**src/rtl/pb_debounce.sv**
```systemverilog
// Push-button conditioner: two-flop synchronizer, stability counter and registered edge pulses.
// Build option: define PB_FALL_PULSE_EN to generate the pb_fall pulse register; otherwise pb_fall is tied low.
module pb_debounce #(
    parameter int unsigned DB_CYCLES = 16
) (
    input  logic clk,
    input  logic rst_n,
    input  logic pb_in,
    output logic pb_clean,
    output logic pb_rise,
    output logic pb_fall
);

    localparam int unsigned CNT_W = $clog2(DB_CYCLES);
    localparam logic [CNT_W-1:0] CNT_LAST = CNT_W'(DB_CYCLES - 1);

    if (DB_CYCLES < 2 || DB_CYCLES > 65536) begin : g_bad_param
        $error("pb_debounce: DB_CYCLES must lie in 2..65536");
    end

    logic             sync1;
    logic             sync2;
    logic [CNT_W-1:0] cnt;
    logic             mismatch;
    logic             settle;

    // settle fires on the DB_CYCLES-th consecutive disagreement, so cnt tops out at CNT_LAST
    assign mismatch = sync2 ^ pb_clean;
    assign settle   = mismatch && (cnt == CNT_LAST);

    always_ff @(posedge clk or negedge rst_n) begin
        if (!rst_n) begin
            sync1 <= 1'b0;
            sync2 <= 1'b0;
        end else begin
            sync1 <= pb_in;
            sync2 <= sync1;
        end
    end

    always_ff @(posedge clk or negedge rst_n) begin
        if (!rst_n) begin
            cnt      <= '0;
            pb_clean <= 1'b0;
            pb_rise  <= 1'b0;
        end else begin
            if (!mismatch || settle) begin
                cnt <= '0;
            end else begin
                cnt <= cnt + CNT_W'(1);
            end
            if (settle) begin
                pb_clean <= sync2;
            end
            pb_rise <= settle & sync2;
        end
    end

`ifdef PB_FALL_PULSE_EN
    always_ff @(posedge clk or negedge rst_n) begin
        if (!rst_n) begin
            pb_fall <= 1'b0;
        end else begin
            pb_fall <= settle & ~sync2;
        end
    end
`else
    assign pb_fall = 1'b0;
`endif

endmodule

```
**config.mk**
```make
export PLATFORM = sky130hd
export DESIGN_NAME = pb_debounce
export DESIGN_NICKNAME = d
export VERILOG_FILES = /design/src/rtl/pb_debounce.sv
export SDC_FILE = /design/constraint.sdc
export NUM_CORES = 1
export LEC_CHECK = 0
export BUFFER_PORTS_ARGS = -buffer_cell sky130_fd_sc_hd__buf_4
export CORE_AREA = 2 2 39 41
export CTS_BUF_LIST = sky130_fd_sc_hd__clkbuf_8
export DETAILED_ROUTE_END_ITERATION = 8
export DIE_AREA = 0 0 41 43
export PLACE_DENSITY = 0.48
export REMOVE_ABC_BUFFERS = 1
export SLEW_MARGIN = 20
export SYNTH_ARGS = -nofsm -noshare
export SYNTH_HDL_FRONTEND = slang
export SYNTH_SLANG_ARGS = --single-unit
```
**constraint.sdc**
```tcl
create_clock -name clk -period 2.95 [get_ports clk]
set_input_delay 0.295 -clock clk [delete_from_list [all_inputs] [get_ports clk]]
set_output_delay 0.295 -clock clk [all_outputs]
set_load 0.1 [all_outputs]
```
==> results of run 1 <==
==> report_power, final <==
| part | switching (mW) | leakage, nW | internal (mW) |
|---|---|---|---|
| Combinational | 0.0120 | 0.0762 | 0.00739 |
| Clock | 0.0410 | 0.0216 | 0.0882 |
| Sequential | 0.00355 | 0.105 | 0.115 |
==> synthesized netlist by cell type <==
master | count | area (um2)
ha_1 | 1 | 12.5
mux2_4 | 1 | 15.0
nor2_1 | 4 | 15.0
xnor2_1 | 2 | 17.5
nor3b_1 | 1 | 7.51
xor2_1 | 1 | 8.76
conb_1 | 1 | 3.75
inv_1 | 1 | 3.75
buf_4 | 1 | 7.51
nand3_1 | 1 | 5.00
nand3_4 | 1 | 17.5
nand2b_4 | 1 | 13.8
dfrtp_1 | 8 | 200
==> logic make-up (layout without fill, tap and decap cells) <==
kind of cell / Yosys count / after routing
other: 1 / 1
multiplexers: 1 / 1
flip-flops: 8 / 8
AND/OR/NAND/NOR: 8 / 8
adder cells (fa/ha/maj): 1 / 1
buffers and inverters: 2 / 9
XOR/XNOR: 3 / 3
==> through the flow <==
stage | setup WS, ps | cell area [um2] | instances | power [mW] | util
global route | 1690 | 422 | 47 | 0.280 | 0.305
global placement | 1780 | 370 | 43 | 0.138 | 0.268
finish | 1710 | 422 | 47 | 0.267 | 0.305
detailed placement | 1770 | 370 | 43 | 0.139 | 0.268
CTS | 1700 | 422 | 47 | 0.273 | 0.305
floorplan | 1470 | 320 | 23 | 0.133 | -
==> placed cells by master, fill, tap and decap left out, drive strengths merged <==
master       netlist  layout
xor2               1       1
conb               1       1
nor3b              1       1
ha                 1       1
mux2               1       1
nand3              2       2
nand2b             1       1
clkbuf             0       3
buf                1       4
xnor2              2       2
dlygate4sd3        0       1
dfrtp              8       8
inv                1       1
nor2               4       4
==> worst reg2reg max path, stage by stage (launching register included) <==
cell and delay [ps]:
dfrtp_1 390, ha_1 250, nand3_4 120, mux2_4 300
==> state kept, by name (all words and copies together) (netlist names) <==
name      flops
cnt           4
pb_clean      1
pb_rise       1
sync1         1
sync2         1
==> final cells by class <==
type	count	area share
timing repair buffer	5	0.0950
inverter	1	0.00890
sequential	8	0.475
tap	16	0.0475
clock buffer	3	0.0979
multi-input combinational	14	0.276
==> layer usage <==
layer	part of all wire	track usage
met3	0.081	0.0314
met5	0	0
met4	0.064	0.0800
met2	0.42	0.0719
met1	0.43	0.0867
==> timing repair <==
action,in CTS,in global routing
hold buffers,1,0
endpoints found under the setup margin,0,0
hold endpoints to repair,8,0
==> worst max-delay path by stage <==
stage	from	to	slack (ps)	cells after the start
finish	pb_clean$_DFFE_PN0P_	pb_clean	1710	1
detailed placement	cnt[0]$_DFF_PN0_	pb_clean$_DFFE_PN0P_	1770	3
global placement	cnt[0]$_DFF_PN0_	pb_clean$_DFFE_PN0P_	1780	3
CTS	pb_clean$_DFFE_PN0P_	pb_clean	1700	1
floorplan	pb_clean$_DFFE_PN0P_	cnt[3]$_DFF_PN0_	1470	3
global route	pb_clean$_DFFE_PN0P_	pb_clean	1690	1
==> flow_summary.toml, run 1 <==
[cts]
path_clk_slew_ps = 40
cts.path.max_buffers = 2
cts_setup_buffers = 0
cts-root-buf = "clkbuf_8"
ctsResizeCount = 0
cts_tree = "done"
cts_inserted_buffers = 3
clock_latency_ps = 230
cts_max_level = 1
clock_sinks = 8

[sta]
max_freq_ghz = 0.810
drv_slew = 0
final-setup-viol-count = 0
rsz0062_at_grt = "false"
holdWs_ps = 173
hold_viol_final = 0
fin_crit_sh = 0.419
fin_tns_setup_ps = 0
skew_ps = 0.415
final.min_clock_period_ps = 1240

[synthesis]
synth-compound-area-share = 0
synthCells = 24
synth_fa_ha_area_frac = 0.0382
synthMuxAreaShare = 0.0458
syn_avg_cell_area_um2 = 13.7
synth_warnings = 0
synth-xor-area-share = 0.0802
ys_ff_latch = 8
synth_top_family_by_area = "simple AND/OR/NAND/NOR gates"
yosysUniqueCellTypes = 13
seq_area_frac_synth = 0.611
syn-cell-area_um2 = 328
synth_simple_gate_area_frac = 0.179

[setup_path]
rrSetupSlack_ps = 1770
crit_family = "flip-flops"
timing.rr.start = "cnt[0]$_DFF_PN0_"
required_ps = 2650
worstPathBufferInverterCount = 1
crit_path_end_kind = "primary output"
cp_slowest_cell = "dfrtp_1"
path_max_fanout = 4
critPathMaxStageDelay_ps = 400
arrival_ps = 940
ff2ff_path_depth = 3
worstPathCellList = "buf_4"
reg2reg_to = "pb_clean$_DFFE_PN0P_"
critPathKind = "reg -> out"
critPathLaunchType = "flop"

[floorplanning]
die_w_um = 41
ios = 6
die_area_um2 = 1760
fp.dieH_um = 43
core_um2 = 1380
start_util = 0.237
rows = 14

[hold_path]
holdPathStages = 1
holdPathEnd = "sync1$_DFF_PN0_"
hold_start = "pb_in"
hp-class = "in -> reg"

[final_layout]
diodes = 0
final_nets = 37
seqCellArea_um2 = 200
fillCellCount = 133
syn_to_final_growth_pct = 28.6
multiInputGateArea_um2 = 116
drive_gt1_frac = 0.323

[routing]
drc = 0
vias_per_cell = 3.87
wl_per_cell_um = 8.91
dr.pass1.iters = 2
vias = 182
first_iter_violations = 4
drt-total-wl_um = 419
postRouteAntennaNets = 0

[global_route]
antenna_found_initial = 0
grt_pass1_wl_um = 710
grt_pass1_vias = 171
grt_usage = 0.0680
grt_overflow = 0
grt_max_degree = 9

[outcome]
status = "finished, final reports clean"

[placed_design]
dp_hpwl_um = 313
place_congestion = 0.682
io_buffer_count = 4

[power_and_ir_drop]
leakage_nw = 0.202
powerDensity_nw_per_um2 = 634
vdd_drop_max_v = 0.000392

[flow_run]
drv_cap = 0
(Power assumes the default switching activity.)
==> run 2: changes to the inputs <==
Clock period 2.95 ns to 1.3 ns, I/O delays scaled along.
==> flow_summary.toml, run 2 (same netlist as run 1, synthesis figures left out) <==
[sta]
rsz0062_at_grt = "false"
final.min_clock_period_ps = 1190
hold_viol_final = 0
fin_tns_setup_ps = 0
skew_ps = 1.94
fin_crit_sh = 0.917
max_freq_ghz = 0.839
final-setup-viol-count = 0
drv_slew = 0

[power_and_ir_drop]
seqPwrFrac = 0.445
leakage_nw = 0.207
powerDensity_nw_per_um2 = 1400
p_int_mw = 0.480
vdd_drop_max_v = 0.000571
power_frac_clock = 0.479
p_sw_mw = 0.125
power.total_mw = 0.605
swShare = 0.207
comb_power_share = 0.076

[global_route]
grt_overflow = 0
grt_pass1_vias = 192
antenna_found_initial = 0
grt_max_degree = 9
grt_usage = 0.0814
grt_pass1_wl_um = 848

[final_layout]
largest_register = "cnt"
finish.instance_area_um2 = 432
largest_reg_flops = 4
syn_to_final_growth_pct = 31.7
final_nets = 38
fillCellCount = 135
diodes = 0
instances_no_fill = 48
fin_util = 0.312
drive_gt1_frac = 0.313
layout_common_cells = "dfrtp_1 (8), nor2_1 (4), buf_4 (4)"
final_common_cell = "dfrtp_1"

[routing]
drc = 0
postRouteAntennaNets = 0
first_iter_violations = 1
vias = 182
wl_per_cell_um = 9.06
vias_per_cell = 3.79
drt-total-wl_um = 435
dr.pass1.iters = 2

[floorplanning]
ios = 6
die_area_um2 = 1760
start_util = 0.237
rows = 14
fp.dieH_um = 43
core_um2 = 1380
die_w_um = 41

[cts]
path_clk_slew_ps = 40
cts_inserted_buffers = 3
clock_sinks = 8
ctsResizeCount = 0
cts-root-buf = "clkbuf_8"
cts_max_level = 1
clock_latency_ps = 230
cts_tree = "done"
cts.path.max_buffers = 2

[placed_design]
dp_hpwl_um = 348
placed_cells = 43
place_congestion = 0.647
io_buffer_count = 4
placed_area_um2 = 370

[flow_run]
drv_cap = 0

[setup_path]
path_max_fanout = 3
crit_path_end_kind = "flop"
critPathKind = "reg -> reg"
critPathLaunchType = "flop"
arrival_ps = 1300
required_ps = 1410

[outcome]
status = "finished, final reports clean"

[hold_path]
hp-class = "in -> async"
run 2: cell types whose count changed in the layout (fill, tap and decap cells not counted), sizes merged:
cell         change
dlygate4sd3      +1
run 2: power groups by stage:
stage	Clock (mW)	Combinational (mW)	Sequential, mW
after floorplan	0	0.0304	0.271
final	0.289	0.0462	0.269
after global placement	0	0.0413	0.272
after CTS	0.299	0.0452	0.269
after detailed placement	0	0.0433	0.272
after global routing	0.314	0.0521	0.271
run 2: metrics by stage:
step / hold WS, ps / worst slack (ps)
floorplan: -166 / -184
global placement: -50.0 / 123
detailed placement: -48.5 / 109
CTS: 4.87 / 102
global route: 284 / 58.5
finish: 258 / 108
run 2: critical path, stage by stage, from the launching register on:
cell	delay, ps
dfrtp_1	390
ha_1	260
nand3_4	130
mux2_4	300
run 2: worst paths after layout:
| path | slack [ps] | to | from | cells after the start |
|---|---|---|---|---|
| setup / recovery | 110 | pb_clean$_DFFE_PN0P_ | cnt[0]$_DFF_PN0_ | 3 |
| hold / removal | 260 | sync1$_DFF_PN0_ | rst_n | 2 |
| min in group clk | 350 | sync2$_DFF_PN0_ | sync1$_DFF_PN0_ | 0 |
| setup reg to reg | 110 | pb_clean$_DFFE_PN0P_ | cnt[0]$_DFF_PN0_ | 3 |
| hold reg to reg | 350 | sync2$_DFF_PN0_ | sync1$_DFF_PN0_ | 0 |
| max in group asynchronous | 920 | cnt[3]$_DFF_PN0_ | rst_n | 2 |
run 2: repair_timing:
action	4_1_cts	5_1_grt
hold endpoints to repair	8	1
endpoints found under the setup margin	0	0
buffers inserted	0	0
hold buffers	1	1
run 2: layer usage:
layer,vias to the layer above,wire length (um),global-route usage
met2,7,198,0.0906
li1,90,-,-
met1,82,177,0.0906
met3,3,34,0.0471
met4,0,25,0.100
met5,-,0,0
run 2: cell type report:
class / count / area, um2 / area share
Sequential cell: 8 / 200 / 0.464
Tap cell: 16 / 20.0 / 0.0464
Clock buffer: 3 / 41.3 / 0.0957
Multi-Input combinational cell: 14 / 116 / 0.270
Timing Repair Buffer: 6 / 50.0 / 0.116
Inverter: 1 / 3.75 / 0.00870
